===== config.mk =====
export PLATFORM = sky130hd
export DESIGN_NAME = cia_timer_gen
export DESIGN_NICKNAME = d
export VERILOG_FILES = /design/src/rtl/cia_timer_gen.sv
export SDC_FILE = /design/constraint.sdc
export NUM_CORES = 1
export LEC_CHECK = 0
export BUFFER_PORTS_ARGS = -buffer_cell sky130_fd_sc_hd__buf_2
export CELL_PAD_IN_SITES_DETAIL_PLACEMENT = 1
export CELL_PAD_IN_SITES_GLOBAL_PLACEMENT = 2
export CORE_MARGIN = 1
export CORE_UTILIZATION = 30
export CTS_CLUSTER_DIAMETER = 30
export DETAILED_ROUTE_END_ITERATION = 6
export GPL_TIMING_DRIVEN = 0
export PLACE_DENSITY_LB_ADDON = 0.12
export SYNTH_ARGS = -nofsm -noshare
export SYNTH_HDL_FRONTEND = slang
export SYNTH_SLANG_ARGS = --single-unit
export TNS_END_PERCENT = 50

===== constraint.sdc =====
create_clock -name clk -period 8.32 [get_ports clk]
set_input_delay 0.832 -clock clk [delete_from_list [all_inputs] [get_ports clk]]
set_output_delay 0.832 -clock clk [all_outputs]
set_load 0.02 [all_outputs]

===== src/rtl/cia_timer_gen.sv =====
// CIA-style interval timer: byte-lane latch, down-counter, control register and chainable underflow.
// Define CIA_TIMER_PBOUT_EN to build the PB-port pulse/toggle output; otherwise pb_out and pb_oe stay 0.
module cia_timer_gen #(
    parameter int WIDTH = 16
) (
    input  logic               clk,
    input  logic               reset_n,
    input  logic               clk7_en,
    input  logic               wr,
    input  logic [WIDTH/8-1:0] sel,
    input  logic               tcr,
    input  logic [7:0]         data_in,
    output logic [7:0]         data_out,
    input  logic               eclk,
    input  logic               cnt,
    input  logic               ufl_in,
    output logic               ufl_out,
    output logic               irq,
    output logic               pb_out,
    output logic               pb_oe
);
    localparam int NB = WIDTH / 8;

    logic [WIDTH-1:0] latch_q, latch_d;
    logic [WIDTH-1:0] counter_q, counter_d;
    logic [6:0]       ctrl_q, ctrl_d;
    logic             top_load_q, top_load_d;
    logic             force_load_q, force_load_d;
    logic             cnt_s_q, cnt_prev_q;
    logic             count_en;
    logic             underflow;
    logic             tcr_wr;

    assign tcr_wr = wr & tcr;

    always_comb begin
        latch_d = latch_q;
        for (int i = 0; i < NB; i++) begin
            if (wr && sel[i]) begin
                latch_d[8*i +: 8] = data_in;
            end
        end
    end

    always_comb begin
        count_en = 1'b0;
        case (ctrl_q[6:5])
            2'b00:   count_en = eclk;
            2'b01:   count_en = cnt_s_q & ~cnt_prev_q;
            2'b10:   count_en = ufl_in;
            default: count_en = ufl_in & cnt;
        endcase
    end

    assign underflow = (counter_q == '0) & ctrl_q[0] & count_en;
    assign ufl_out   = underflow;
    assign irq       = underflow;

    // The top lane arms a load only while stopped or in one-shot, so a running
    // continuous timer picks up the new latch value at its next underflow instead.
    assign top_load_d   = wr & sel[NB-1] & (~ctrl_q[0] | ctrl_q[3]);
    assign force_load_d = tcr_wr & data_in[4];

    always_comb begin
        counter_d = counter_q;
        if (top_load_q || force_load_q || underflow) begin
            counter_d = latch_q;
        end else if (ctrl_q[0] && count_en) begin
            counter_d = counter_q - WIDTH'(1);
        end
    end

    always_comb begin
        ctrl_d = ctrl_q;
        if (tcr_wr) begin
            ctrl_d = {data_in[6:5], 1'b0, data_in[3:0]};
        end else if (top_load_q && ctrl_q[3]) begin
            ctrl_d[0] = 1'b1;
        end else if (underflow && ctrl_q[3]) begin
            ctrl_d[0] = 1'b0;
        end
    end

    always_comb begin
        data_out = 8'h00;
        if (!wr) begin
            for (int i = 0; i < NB; i++) begin
                if (sel[i]) begin
                    data_out = data_out | counter_q[8*i +: 8];
                end
            end
            if (tcr) begin
                data_out = data_out | {1'b0, ctrl_q};
            end
        end
    end

    always_ff @(posedge clk) begin
        if (clk7_en) begin
            if (!reset_n) begin
                latch_q      <= '1;
                counter_q    <= '1;
                ctrl_q       <= '0;
                top_load_q   <= 1'b0;
                force_load_q <= 1'b0;
                cnt_s_q      <= 1'b0;
                cnt_prev_q   <= 1'b0;
            end else begin
                latch_q      <= latch_d;
                counter_q    <= counter_d;
                ctrl_q       <= ctrl_d;
                top_load_q   <= top_load_d;
                force_load_q <= force_load_d;
                cnt_s_q      <= cnt;
                cnt_prev_q   <= cnt_s_q;
            end
        end
    end

`ifdef CIA_TIMER_PBOUT_EN
    logic pb_pulse_q;
    logic pb_toggle_q, pb_toggle_d;

    // Starting the timer from the bus presets the toggle output high.
    always_comb begin
        pb_toggle_d = pb_toggle_q;
        if (tcr_wr && data_in[0]) begin
            pb_toggle_d = 1'b1;
        end else if (underflow) begin
            pb_toggle_d = ~pb_toggle_q;
        end
    end

    always_ff @(posedge clk) begin
        if (clk7_en) begin
            if (!reset_n) begin
                pb_pulse_q  <= 1'b0;
                pb_toggle_q <= 1'b0;
            end else begin
                pb_pulse_q  <= underflow;
                pb_toggle_q <= pb_toggle_d;
            end
        end
    end

    assign pb_out = ctrl_q[2] ? pb_toggle_q : pb_pulse_q;
    assign pb_oe  = ctrl_q[1];
`else
    assign pb_out = 1'b0;
    assign pb_oe  = 1'b0;
`endif

endmodule


* Yosys cells after proc, flatten, opt, wreduce, memory -nomap -nowiden
Cells that the tools add are included.
** Operators by class
- Add/subtract/negate cells :: 1
- Eq/ne operators :: 7
- Mux-type cells :: 15
- Bitwise operators :: 13
- Reduce and logical (&&, ||, !) cells :: 14
** Operators by type and width (count)
- $mux W8 :: 8
- $mux W16 :: 2
- $logic_not A16 Y1 :: 1
- $sub A16 B1 Y16 const B :: 1
- $reduce_and A2 Y1 :: 5
- $and A1 B1 Y1 :: 8
- $or A8 B7 Y8 :: 1
- $or A8 B8 Y8 :: 1
- $mux W6 :: 1
- $ne A2 B1 Y1 const B :: 3
- $logic_and A1 B1 Y1 :: 5
- $ne A4 B1 Y1 const B :: 1
- $mux W1 :: 3
- $ne A3 B1 Y1 const B :: 1
- $pmux W1 S3 :: 1
- $eq A2 B1 Y1 const B :: 1
- $eq A2 B2 Y1 const B :: 1
- $logic_not A2 Y1 :: 1
- $logic_or A1 B1 Y1 :: 2
- $not A1 Y1 :: 2
- $or A1 B1 Y1 :: 1
** Word-level totals
- Flip-flop bits (word level) :: 42
- Input port bits :: 18
- Output and inout port bits :: 12

* Longest topological paths before layout
Gate-level depths: netlist of run 1.
- Depth after elaboration :: 8
- Depth in mapped cells :: 7

* Least setup slack after synthesis of run 1
No wires, ideal clock.
- Kind :: register to output
- From :: register counter_q[7]
- To :: output port ufl_out
- Arrival time :: 1.973 ns
- Required time :: 7.488 ns
- Slack :: 5.515 ns
- Stages on the path, launching flop included :: 6
- Path buffers :: 1
- Cell sequence :: edfxtp_1 -> or4_1 -> nor4_1 -> nand4_1 -> nor2_1 -> buf_4
** Between the ends
- Word-level cells in the longest chain between the ends :: 3
** RTL lines
- from (decl) :: RTL line 25 : logic [WIDTH-1:0] counter_q, counter_d;
- from (signal assigned) :: RTL line 110 : counter_q <= counter_d;
- $logic_not A16 Y1 :: RTL line 55 : assign underflow = (counter_q == '0) & ctrl_q[0] & count_en;
- $and A1 B1 Y1 (2 in a row) :: RTL line 55
- to (decl) :: RTL line 17 : output logic ufl_out,
No other way between the ends.

* Final worst setup path of run 1
Same ends and word-level chain as after synthesis.

==> results of run 1 <==
[placed cells by master (no fill, tap or decap), types with 3 or more instances in the layout]
| cell type | synthesis | routed |
|---|---|---|
| edfxtp_1 | 42 | 42 |
| buf_2 | 0 | 23 |
| nor2_1 | 16 | 16 |
| a21oi_1 | 16 | 16 |
| nor3_1 | 12 | 12 |
| nand2b_1 | 11 | 11 |
| clkbuf_1 | 10 | 11 |
| o21ai_1 | 11 | 11 |
| o21ai_0 | 7 | 7 |
| and2_1 | 7 | 7 |
| inv_1 | 6 | 6 |
| nor4_1 | 6 | 6 |
| a222oi_1 | 6 | 6 |
| nand2_1 | 5 | 5 |
| xor2_1 | 5 | 5 |
| clkbuf_8 | 0 | 5 |
| nand3_1 | 4 | 4 |
| or2_2 | 4 | 4 |
| buf_4 | 4 | 4 |
| o311ai_0 | 4 | 4 |
| xnor2_1 | 4 | 4 |
| buf_6 | 2 | 3 |
| or3_1 | 3 | 3 |
[through the flow]
stage	area (um^2)	setup slack, ns
6_report	2680	5.091
5_1_grt	2680	4.870
4_1_cts	2680	5.054
3_5_place_dp	2570	5.304
3_3_place_gp	2552	4.767
2_1_floorplan	2313	5.515
[worst max-delay path: stages (launching register included)]
cell	delay, ns
edfxtp_1	0.50
or4_1	0.64
nor4_1	0.38
nand4_1	0.16
nor2_1	0.15
buf_4	0.12
buf_2	0.14
[area by class of cell]
type	count	area (um^2)	share of cell area, %
inverter	6	22.52	0.8403
buffer	18	97.59	3.641
clock inverter	2	37.54	1.401
sequential	42	1261	47.06
clock buffer	6	72.57	2.708
timing repair buffer	24	126.4	4.715
multi-input combinational	148	938.4	35.01
tap	99	123.9	4.622
[per-layer routing]
layer  GRT usage, %  up-vias
met5              0        -
met4          4.098        0
met3          2.623        5
met2          27.63       37
met1          25.04      850
li1               -      868
[sequential cells by signal, summed over array words and instances, names as in the netlist]
register,count
latch_q,16
cnt_prev_q,1
force_load_q,1
ctrl_q,6
counter_q,16
top_load_q,1
cnt_s_q,1
[power by group]
part	switching (W)	internal, W	total [W]
Combinational	0.0000382	0.0000228	0.0000610
Clock	0.0000760	0.0000897	0.000166
Sequential	0.0000132	0.000252	0.000265
[how the worst max path moves through the flow]
stage                                     startpoint                           to  slack (ns)  depth (start not counted)
after floorplan           counter_q[7]$_SDFFCE_PN1P_                      ufl_out        5.52                          5
after global placement                           cnt  counter_q[15]$_SDFFCE_PN1P_        4.77                          5
after detailed placement                        eclk                      ufl_out        5.30                          7
after CTS                 counter_q[7]$_SDFFCE_PN1P_                      ufl_out        5.05                          6
after global routing      counter_q[7]$_SDFFCE_PN1P_                      ufl_out        4.87                          6
final                     counter_q[7]$_SDFFCE_PN1P_                      ufl_out        5.09                          6
[cell families after synthesis]
family	after synthesis
compound gates	56
simple gates	79
xor+xnor	9
buf+inv	24
fa+ha+maj	2
other cells	1
flops	42
==> reports/results.ini, run 1 <==
[cts]
clk_path_buf_depth=2
clock-sinks=42
cts_root_buffer=clkbuf_8
cts_setup_buffers=0
postCtsHoldBufs=0
cts_tree=done
clk_pin_slew_ns=0.09
h-tree-depth=2
cts_buffers=5
clkLatencyLatePin_ns=0.30
post_cts_resized=0

[min_path]
hp-start=cnt_s_q$_SDFFCE_PN0P_
worstHoldPathCells=1
hold_path_class=register to register
min_to=cnt_prev_q$_SDFFCE_PN0P_

[detailed_routing]
first_iter_violations=105
dr_wl_met3_um=251
met2_length_mm=2.928
first_pass_iters=4
avgRoutedWirePerCell_um=19.07
top_layer=met4
wl_met1_mm=3.351
drt-total-wl_mm=6.579
vias_per_cell=5.101
postRouteAntennaNets=0
vias=1760
route.detailed.drc=0

[die]
die_h_um=89.75
initial_core_util_pct=31.51
die-area_mm2=0.008054
fp.dieW_um=89.75
core_mm2=0.007331
num_rows=31
io-pin-count=30

[grt]
grt_pass1_wl_mm=10.81
grt_pass1_vias=1914
grt_max_degree=14
antenna_found_initial=0
overflow=0
track_usage_pct=17.45

[synth]
synth-xor-area-share_pct=3.413
yosysTopAreaCellShare_pct=54.60
synth_common_cells=42 x edfxtp_1, 16 x a21oi_1, 16 x nor2_1, 12 x nor3_1
avgSynthCellArea_um2=10.84
synthArstFlopShare_pct=0
yosysMostFrequentCell=edfxtp_1
syn_inst=213
synth_area_leaders=edfxtp_1 55%, a21oi_1 3.5%, nand2b_1 3.0%
synth-seq-cells=42
synthMuxAreaShare_pct=0
synth_edf_count=42
synth_top_family_by_area=simple AND/OR/NAND/NOR gates
synthSimpleGateAreaFrac_pct=19.93
synth_cell_types=42
yosys.area.top_type=edfxtp_1
yosysSeqAreaShare_pct=54.60
yosysWarnings=0
ys.flop_type=edfxtp_1
synth_fa_ha_area_share_pct=1.083
syn_area_mm2=0.002310
synth_compound_area_share_pct=15.60

[critical_path]
path_class=register to primary output
cp.required_ns=7.49
rr_worst_depth=7
arrival_ns=2.40
rrSetupSlack_ns=5.34
end_kind=primary output
worstPathMaxFanout=6
crit_path_start_kind=register
r2r-end=counter_q[15]$_SDFFCE_PN1P_
r2r-start=counter_q[4]$_SDFFCE_PN1P_

[placed_design]
dpl.hpwl_mm=5.124
port_buffers=23
place_inst=337
gp_congestion=0.7472

[finish]
nets=265
finish.utilization_pct=36.56
syn2layout_area_growth_pct=16.03
drive_above_1_share_pct=19.11
nFillCells=816
antenna_cells=0
fin_cells=345

[sta]
fin_tns_setup_ns=0
rsz0062_at_grt=false
min_period_ns=3.229
relSlewSlack_pct=45.85
timing.hold.ws_ns=0.5707
hold_viol_final=0
skew_ns=0.006284
setup_viol=0
worstMarginPinSlew_ns=0.8122
period_share_pct=38.81
maxSlewViolCount=0
fmax_mhz=309.7

[power_and_ir_drop]
power_w=0.0004920
ir_worst_vdd_uv=66.10
leakage_nw=0.8961
power_density_mw_per_mm2=183.6

[status]
status=finished clean

[flow_run]
drv_cap=0

No activity file was read; power rests on OpenSTA's default activity.
==> inputs of run 2 (changes only) <==
ABC_AREA = 1   (was default)
clock period = 3.09 ns   (was 8.32 ns; I/O delays follow)
==> run 2 against run 1 <==
Net effect: worst hold slack worse by 0.28 ns; via count is 12% higher; largest cell class unchanged; critical endpoint unchanged; area after synthesis is 5.7% higher; sequential cell count stayed put.
==> reports/results.ini, run 2 <==
[status]
status=finished clean

[power_and_ir_drop]
power_frac_seq_pct=56.7  ; +2.8 points
switchingPower_w=0.0003624  ; +180%
power.internal_w=0.0009050  ; +150%
p_sw_share_pct=28.59  ; +2.7 points
leakage_nw=1.262  ; +41%
ir_worst_vdd_uv=208.7  ; +220%
power_frac_comb_pct=14.7  ; +2.3 points
power.share.clock_pct=28.6  ; -5.1 points
power_density_mw_per_mm2=456.9  ; +150%

[detailed_routing]
route.detailed.drc=0  ; unchanged
drt-total-wl_mm=6.784  ; +3.1%
first_pass_iters=4  ; unchanged
avgRoutedWirePerCell_um=15.67  ; -18%
postRouteAntennaNets=0  ; unchanged
vias_per_cell=4.547  ; -11%
vias=1969  ; +12%
first_iter_violations=58  ; -45%

[cts]
post_cts_resized=0  ; unchanged
cts_buffers=5  ; unchanged
cts_root_buffer=clkbuf_8
clk_pin_slew_ns=0.09  ; about the same
clk_path_buf_depth=2  ; unchanged
cts_setup_buffers=0  ; unchanged
h-tree-depth=2  ; unchanged
postCtsHoldBufs=0  ; unchanged
cts_tree=done
clock-sinks=42  ; unchanged
clkLatencyLatePin_ns=0.30  ; about the same

[sta]
rsz0062_at_grt=false
fin_tns_setup_ns=0  ; unchanged
period_share_pct=81.53
fmax_mhz=397.0
relSlewSlack_pct=45.18  ; -0.68 points
skew_ns=0.01212  ; +0.005832 ns
setup_viol=0  ; unchanged
hold_viol_final=0  ; unchanged
worstMarginPinSlew_ns=0.8223  ; +0.01017 ns
worst_slack_ns=0.5708  ; -4.520 ns
maxSlewViolCount=0  ; unchanged
min_period_ns=2.519

[grt]
overflow=0  ; unchanged
track_usage_pct=17.55  ; +0.096 points
grtUsageMet2_pct=28.54  ; +0.92 points
grt_max_degree=17  ; +3
grt_pass1_wl_mm=11.17  ; +3.3%
use_met3_pct=2.488  ; -0.14 points
antenna_found_initial=0  ; unchanged
grtUsageMet1_pct=24.54  ; -0.50 points
grt_pass1_vias=2063  ; +7.8%
grt_busiest_layer=met2

[synth]
syn_inst=299  ; +40%
synthArstFlopShare_pct=0  ; unchanged
avgSynthCellArea_um2=8.168  ; -25%
synth-seq-cells=42  ; unchanged
synth_cell_types=28  ; -33%
ys.flop_type=edfxtp_1
synth_common_cells=103 x nand2_1, 44 x nand3_1, 42 x edfxtp_1, 36 x inv_1, 21 x nor2_1
synth_edf_count=42  ; unchanged
yosysSeqAreaShare_pct=51.64  ; -3.0 points
yosysTopAreaCellShare_pct=51.64  ; -3.0 points
yosysMostFrequentCell=nand2_1
yosysWarnings=0  ; unchanged
synth_area_leaders=edfxtp_1 52%, nand2_1 16%, nand3_1 9.0%
yosys.area.top_type=edfxtp_1
syn_area_mm2=0.002442  ; +5.7%

[min_path]
hp-start=data_in[7]
min_to=latch_q[7]$_SDFFCE_PN1P_
worstHoldPathCells=2  ; +1
hold_path_class=input pin to register

[critical_path]
end_kind=primary output
r2r-start=counter_q[0]$_SDFFCE_PN1P_
rrSetupSlack_ns=1.06  ; -4.28 ns
arrival_ns=2.21  ; -0.19 ns
cpLargestDelayFamily=buffers and inverters
worstPathMaxFanout=10  ; +4
rr_worst_depth=10  ; +3
crit_path_start_kind=register
path_cells=inv_1 > ha_1 > nand2_1 > nor2_1 > nand2_2 > nor2_4 > nand3_4 > buf_2 > inv_1 > buf_4 > buf_2
cp_slowest_stage_delay_ns=0.45  ; -0.19 ns
path_class=register to primary output
crit_path_top_delay_cell=edfxtp_1
critPathBufInv=5  ; +3
cp.required_ns=2.78  ; -4.71 ns
r2r-end=counter_q[7]$_SDFFCE_PN1P_

[finish]
fin_cells=433  ; +26%
syn2layout_area_growth_pct=13.58
reg_top3=counter_q x16, latch_q x16, ctrl_q x6
mostFrequentLayoutCells=103 x nand2_1, 44 x nand3_1, 42 x edfxtp_1
layout_commonest_cell=nand2_1
finish.utilization_pct=35.53  ; -1.0 points
antenna_cells=0  ; unchanged
drive_above_1_share_pct=15.11  ; -4.0 points
nets=350  ; +32%

[die]
fp.dieW_um=92.23  ; +2.8%
die-area_mm2=0.008506  ; +5.6%
num_rows=32  ; +3.2%
die_h_um=92.23  ; +2.8%
io-pin-count=30  ; unchanged
core_mm2=0.007807  ; +6.5%
initial_core_util_pct=31.28  ; -0.23 points

[placed_design]
gp_congestion=0.7608  ; +1.8%
dpl.hpwl_mm=5.418  ; +5.7%
dp_slack_ns=0.8842  ; -4.420 ns
port_buffers=23  ; unchanged
place_inst=425  ; +26%

[flow_run]
drv_cap=0  ; unchanged

run 2: cell types whose count changed after synthesis, sizes merged, moves of 4 or more:
| cell | previous run | this run |
|---|---|---|
| nor4 | 7 | 0 |
| nand2 | 5 | 106 |
| inv | 6 | 37 |
| o311ai | 4 | 0 |
| nand2b | 11 | 0 |
| nand3 | 4 | 45 |
| a222oi | 6 | 0 |
| nor2 | 16 | 27 |
| nor3 | 12 | 2 |
| o21ai | 18 | 2 |
| a21oi | 16 | 7 |
| and2 | 7 | 0 |
run 2: cell families (layout without fill, tap and decap cells):
family | after synthesis | count (layout) | synth area share [%]
compound gates | 13 | 13 | 3.228
xor+xnor | 7 | 7 | 2.510
simple gates | 184 | 184 | 32.94
buf+inv | 50 | 81 | 8.504
flops | 42 | 42 | 51.64
other cells | 1 | 2 | 0.1535
fa+ha+maj | 2 | 2 | 1.024
run 2: worst register-to-register path: stages (launching register included):
cell	delay [ns]
edfxtp_1	0.45
inv_1	0.16
ha_1	0.20
nand2_1	0.07
nor2_1	0.13
nand2_2	0.08
nor2_4	0.11
nand3_4	0.15
buf_2	0.24
nand3_1	0.09
nand3_1	0.09
run 2: worst max path at each step:
stage | startpoint | end | slack (ns) | depth (start not counted)
CTS | counter_q[0]$_SDFFCE_PN1P_ | ufl_out | 0.54 | 11
detailed placement | counter_q[0]$_SDFFCE_PN1P_ | ufl_out | 0.88 | 11
floorplan | counter_q[0]$_SDFFCE_PN1P_ | ufl_out | 1.16 | 10
finish | counter_q[0]$_SDFFCE_PN1P_ | ufl_out | 0.57 | 11
global route | counter_q[0]$_SDFFCE_PN1P_ | ufl_out | 0.41 | 11
global placement | counter_q[0]$_SDFFCE_PN1P_ | ufl_out | 0.91 | 11
run 2: area by class of cell:
class                   count  area [um^2]
well taps                 102        127.6
clock inverters             2        12.51
multi-input cells         208        977.2
repair buffers             23        115.1
fillers                   983         5034
plain buffers              13        68.82
inverters                  37        138.9
clock buffers               6        72.57
flip-flops and latches     42         1261
run 2: metrics by stage:
stage / hold slack (ns) / power [W] / instance area [um^2]
after floorplan: 0.4215 / 0.0008454 / 2446
after global placement: 0.5180 / 0.0009197 / 2689
after detailed placement: 0.5314 / 0.0009225 / 2689
after CTS: 0.2778 / 0.001283 / 2774
after global routing: 0.2864 / 0.001328 / 2774
final: 0.2887 / 0.001267 / 2774
run 2: per-layer routing:
layer	part of all wire, %	wire length [um]
met1	49	3347
met2	47	3174
met3	2.9	198
met4	0.93	63
met5	0	0
run 2: power groups by stage:
| stage | clock network (W) | logic, W | registers, W |
|---|---|---|---|
| 5_1_grt | 0.000391 | 0.000213 | 0.000725 |
| 3_3_place_gp | 0 | 0.000186 | 0.000733 |
| 3_5_place_dp | 0 | 0.000189 | 0.000734 |
| 2_1_floorplan | 0 | 0.000131 | 0.000714 |
| 4_1_cts | 0.000372 | 0.000190 | 0.000720 |
| 6_report | 0.000362 | 0.000186 | 0.000719 |
==> inputs of run 3 (changes only) <==
clock period = 2.14 ns   (was 3.09 ns; I/O delays follow)
==> run 3 against run 2 <==
Net effect: final area is 0.63% higher; first-iteration DRC count is 16% higher; clock skew barely moved; global-route usage is 0.088 points higher; sequential share of layout area decreased by 0.29 points; power up 45%; combinational power grew 48%; largest power group unchanged.
==> reports/results.ini, run 3 (synthesis results as in run 2) <==
[power_and_ir_drop]
power_w=0.001841  ; +45%
ir_worst_vdd_uv=302.4  ; +45%
power_density_mw_per_mm2=659.4  ; +44%
leakage_nw=1.272  ; +0.78%

[sta]
fmax_mhz=495.4
worstMarginPinSlew_ns=0.8236  ; +0.001214 ns
relSlewSlack_pct=45.10  ; -0.081 points
min_period_ns=2.018
rsz0062_at_grt=false
hold_viol_final=0  ; unchanged
timing.hold.ws_ns=0.1931  ; -0.09570 ns
period_share_pct=94.32
skew_ns=0.01172  ; -0.0003961 ns
setup_viol=0  ; unchanged
fin_tns_setup_ns=0  ; unchanged
maxSlewViolCount=0  ; unchanged

[grt]
grt_pass1_vias=2065  ; +0.097%
antenna_found_initial=0  ; unchanged
grt_pass1_wl_mm=11.18  ; +0.12%
grt_max_degree=18  ; +1
track_usage_pct=17.64  ; +0.088 points
overflow=0  ; unchanged

[detailed_routing]
vias_per_cell=4.586  ; +0.85%
route.detailed.drc=0  ; unchanged
first_iter_violations=67  ; +16%
vias=1995  ; +1.3%
drt-total-wl_mm=6.858  ; +1.1%
postRouteAntennaNets=0  ; unchanged
first_pass_iters=4  ; unchanged
avgRoutedWirePerCell_um=15.77  ; +0.63%

[die]
core_mm2=0.007807  ; unchanged
initial_core_util_pct=31.28  ; unchanged
io-pin-count=30  ; unchanged
die_h_um=92.23  ; unchanged
fp.dieW_um=92.23  ; unchanged
num_rows=32  ; unchanged
die-area_mm2=0.008506  ; unchanged

[placed_design]
gp_congestion=0.7608  ; unchanged
port_buffers=23  ; unchanged
place_area_mm2=0.002689  ; unchanged
place_inst=425  ; unchanged
dpl.hpwl_mm=5.418  ; unchanged

[status]
status=finished clean

[finish]
syn2layout_area_growth_pct=14.29
reg_top3=counter_q x16, latch_q x16, ctrl_q x6
fin_cells=435  ; +0.46%
drive_above_1_share_pct=15.92  ; +0.81 points
nets=352  ; +0.57%
mostFrequentLayoutCells=103 x nand2_1, 44 x nand3_1, 42 x edfxtp_1
antenna_cells=0  ; unchanged
final_area_mm2=0.002791  ; +0.63%
layout_commonest_cell=nand2_1
nFillCells=984  ; +0.10%

[cts]
clk_pin_slew_ns=0.09  ; about the same
clk_path_buf_depth=2  ; unchanged
clkLatencyLatePin_ns=0.30  ; about the same
cts_tree=done
cts_root_buffer=clkbuf_8
h-tree-depth=2  ; unchanged
clock-sinks=42  ; unchanged
postCtsHoldBufs=0  ; unchanged
cts_buffers=5  ; unchanged

[flow_run]
drv_cap=0  ; unchanged

[critical_path]
worstPathMaxFanout=4  ; -6
critPathBufInv=4  ; -1
end_kind=primary output
cpLargestDelayFamily=simple AND/OR/NAND/NOR gates
crit_path_top_delay_cell=edfxtp_1
cp_slowest_stage_delay_ns=0.42  ; -0.03 ns
crit_path_start_kind=register
path_cells=inv_2 > ha_1 > nand2_1 > nor2_1 > nand2_2 > nor2_4 > nand3_4 > inv_1 > buf_4 > buf_2
cp.required_ns=1.93  ; -0.85 ns
arrival_ns=1.80  ; -0.41 ns
path_class=register to primary output

[min_path]
hold_path_class=input pin to register

## run 3: cell types whose count changed in the layout (fill, tap and decap cells not counted)
| cell | before | now |
|---|---|---|
| inv_2 | 1 | 2 |
| inv_1 | 36 | 35 |
| buf_4 | 3 | 6 |
| buf_2 | 24 | 23 |
## run 3: cell type report
cell class / instances / area (um^2) / share of cell area [%]
Multi-Input combinational cell: 208 / 977.2 / 35.01
Clock inverter: 2 / 12.51 / 0.4482
Sequential cell: 42 / 1261 / 45.18
Clock buffer: 6 / 72.57 / 2.600
Tap cell: 102 / 127.6 / 4.572
Timing Repair Buffer: 26 / 137.6 / 4.931
Buffer: 12 / 63.81 / 2.286
Inverter: 37 / 138.9 / 4.975
## run 3: path summary, 6_finish.rpt
| path | from | endpoint | slack (ns) | cells past startpoint |
|---|---|---|---|---|
| setup / recovery | counter_q[0]$_SDFFCE_PN1P_ | ufl_out | 0.12 | 10 |
| hold / removal | data_in[7] | latch_q[7]$_SDFFCE_PN1P_ | 0.19 | 2 |
| setup reg to reg | counter_q[0]$_SDFFCE_PN1P_ | counter_q[15]$_SDFFCE_PN1P_ | 0.18 | 12 |
| hold reg to reg | latch_q[1]$_SDFFCE_PN1P_ | counter_q[1]$_SDFFCE_PN1P_ | 0.54 | 2 |
## run 3: metal layers
metal / part of all wire (%) / GRT usage [%] / up-vias
met2: 46 / 28.73 / 29
li1: - / - / 1024
met5: 0 / 0 / -
met3: 2.6 / 2.488 / 4
met4: 0.86 / 4.297 / 0
met1: 50 / 24.65 / 938
## run 3: per-stage QoR
stage | setup WS (ns) | util [%]
CTS | 0.06993 | 35.75
global placement | 0.05563 | 34.44
detailed placement | 0.02916 | 34.44
finish | 0.1216 | 35.75
floorplan | 0.3087 | -
global route | 0.002844 | 35.75
## run 3: repair_timing
action	in CTS	in global routing
resized for setup	0	1
endpoints found under the setup margin	2	3
setup buffers	3	0
## run 3: where the power goes
group / internal, W / switching, W / total, W
sequential: 0.000984 / 0.0000521 / 0.00104
combinational: 0.0000945 / 0.000181 / 0.000276
clock: 0.000231 / 0.000297 / 0.000529
total: 0.00131 / 0.000531 / 0.00184
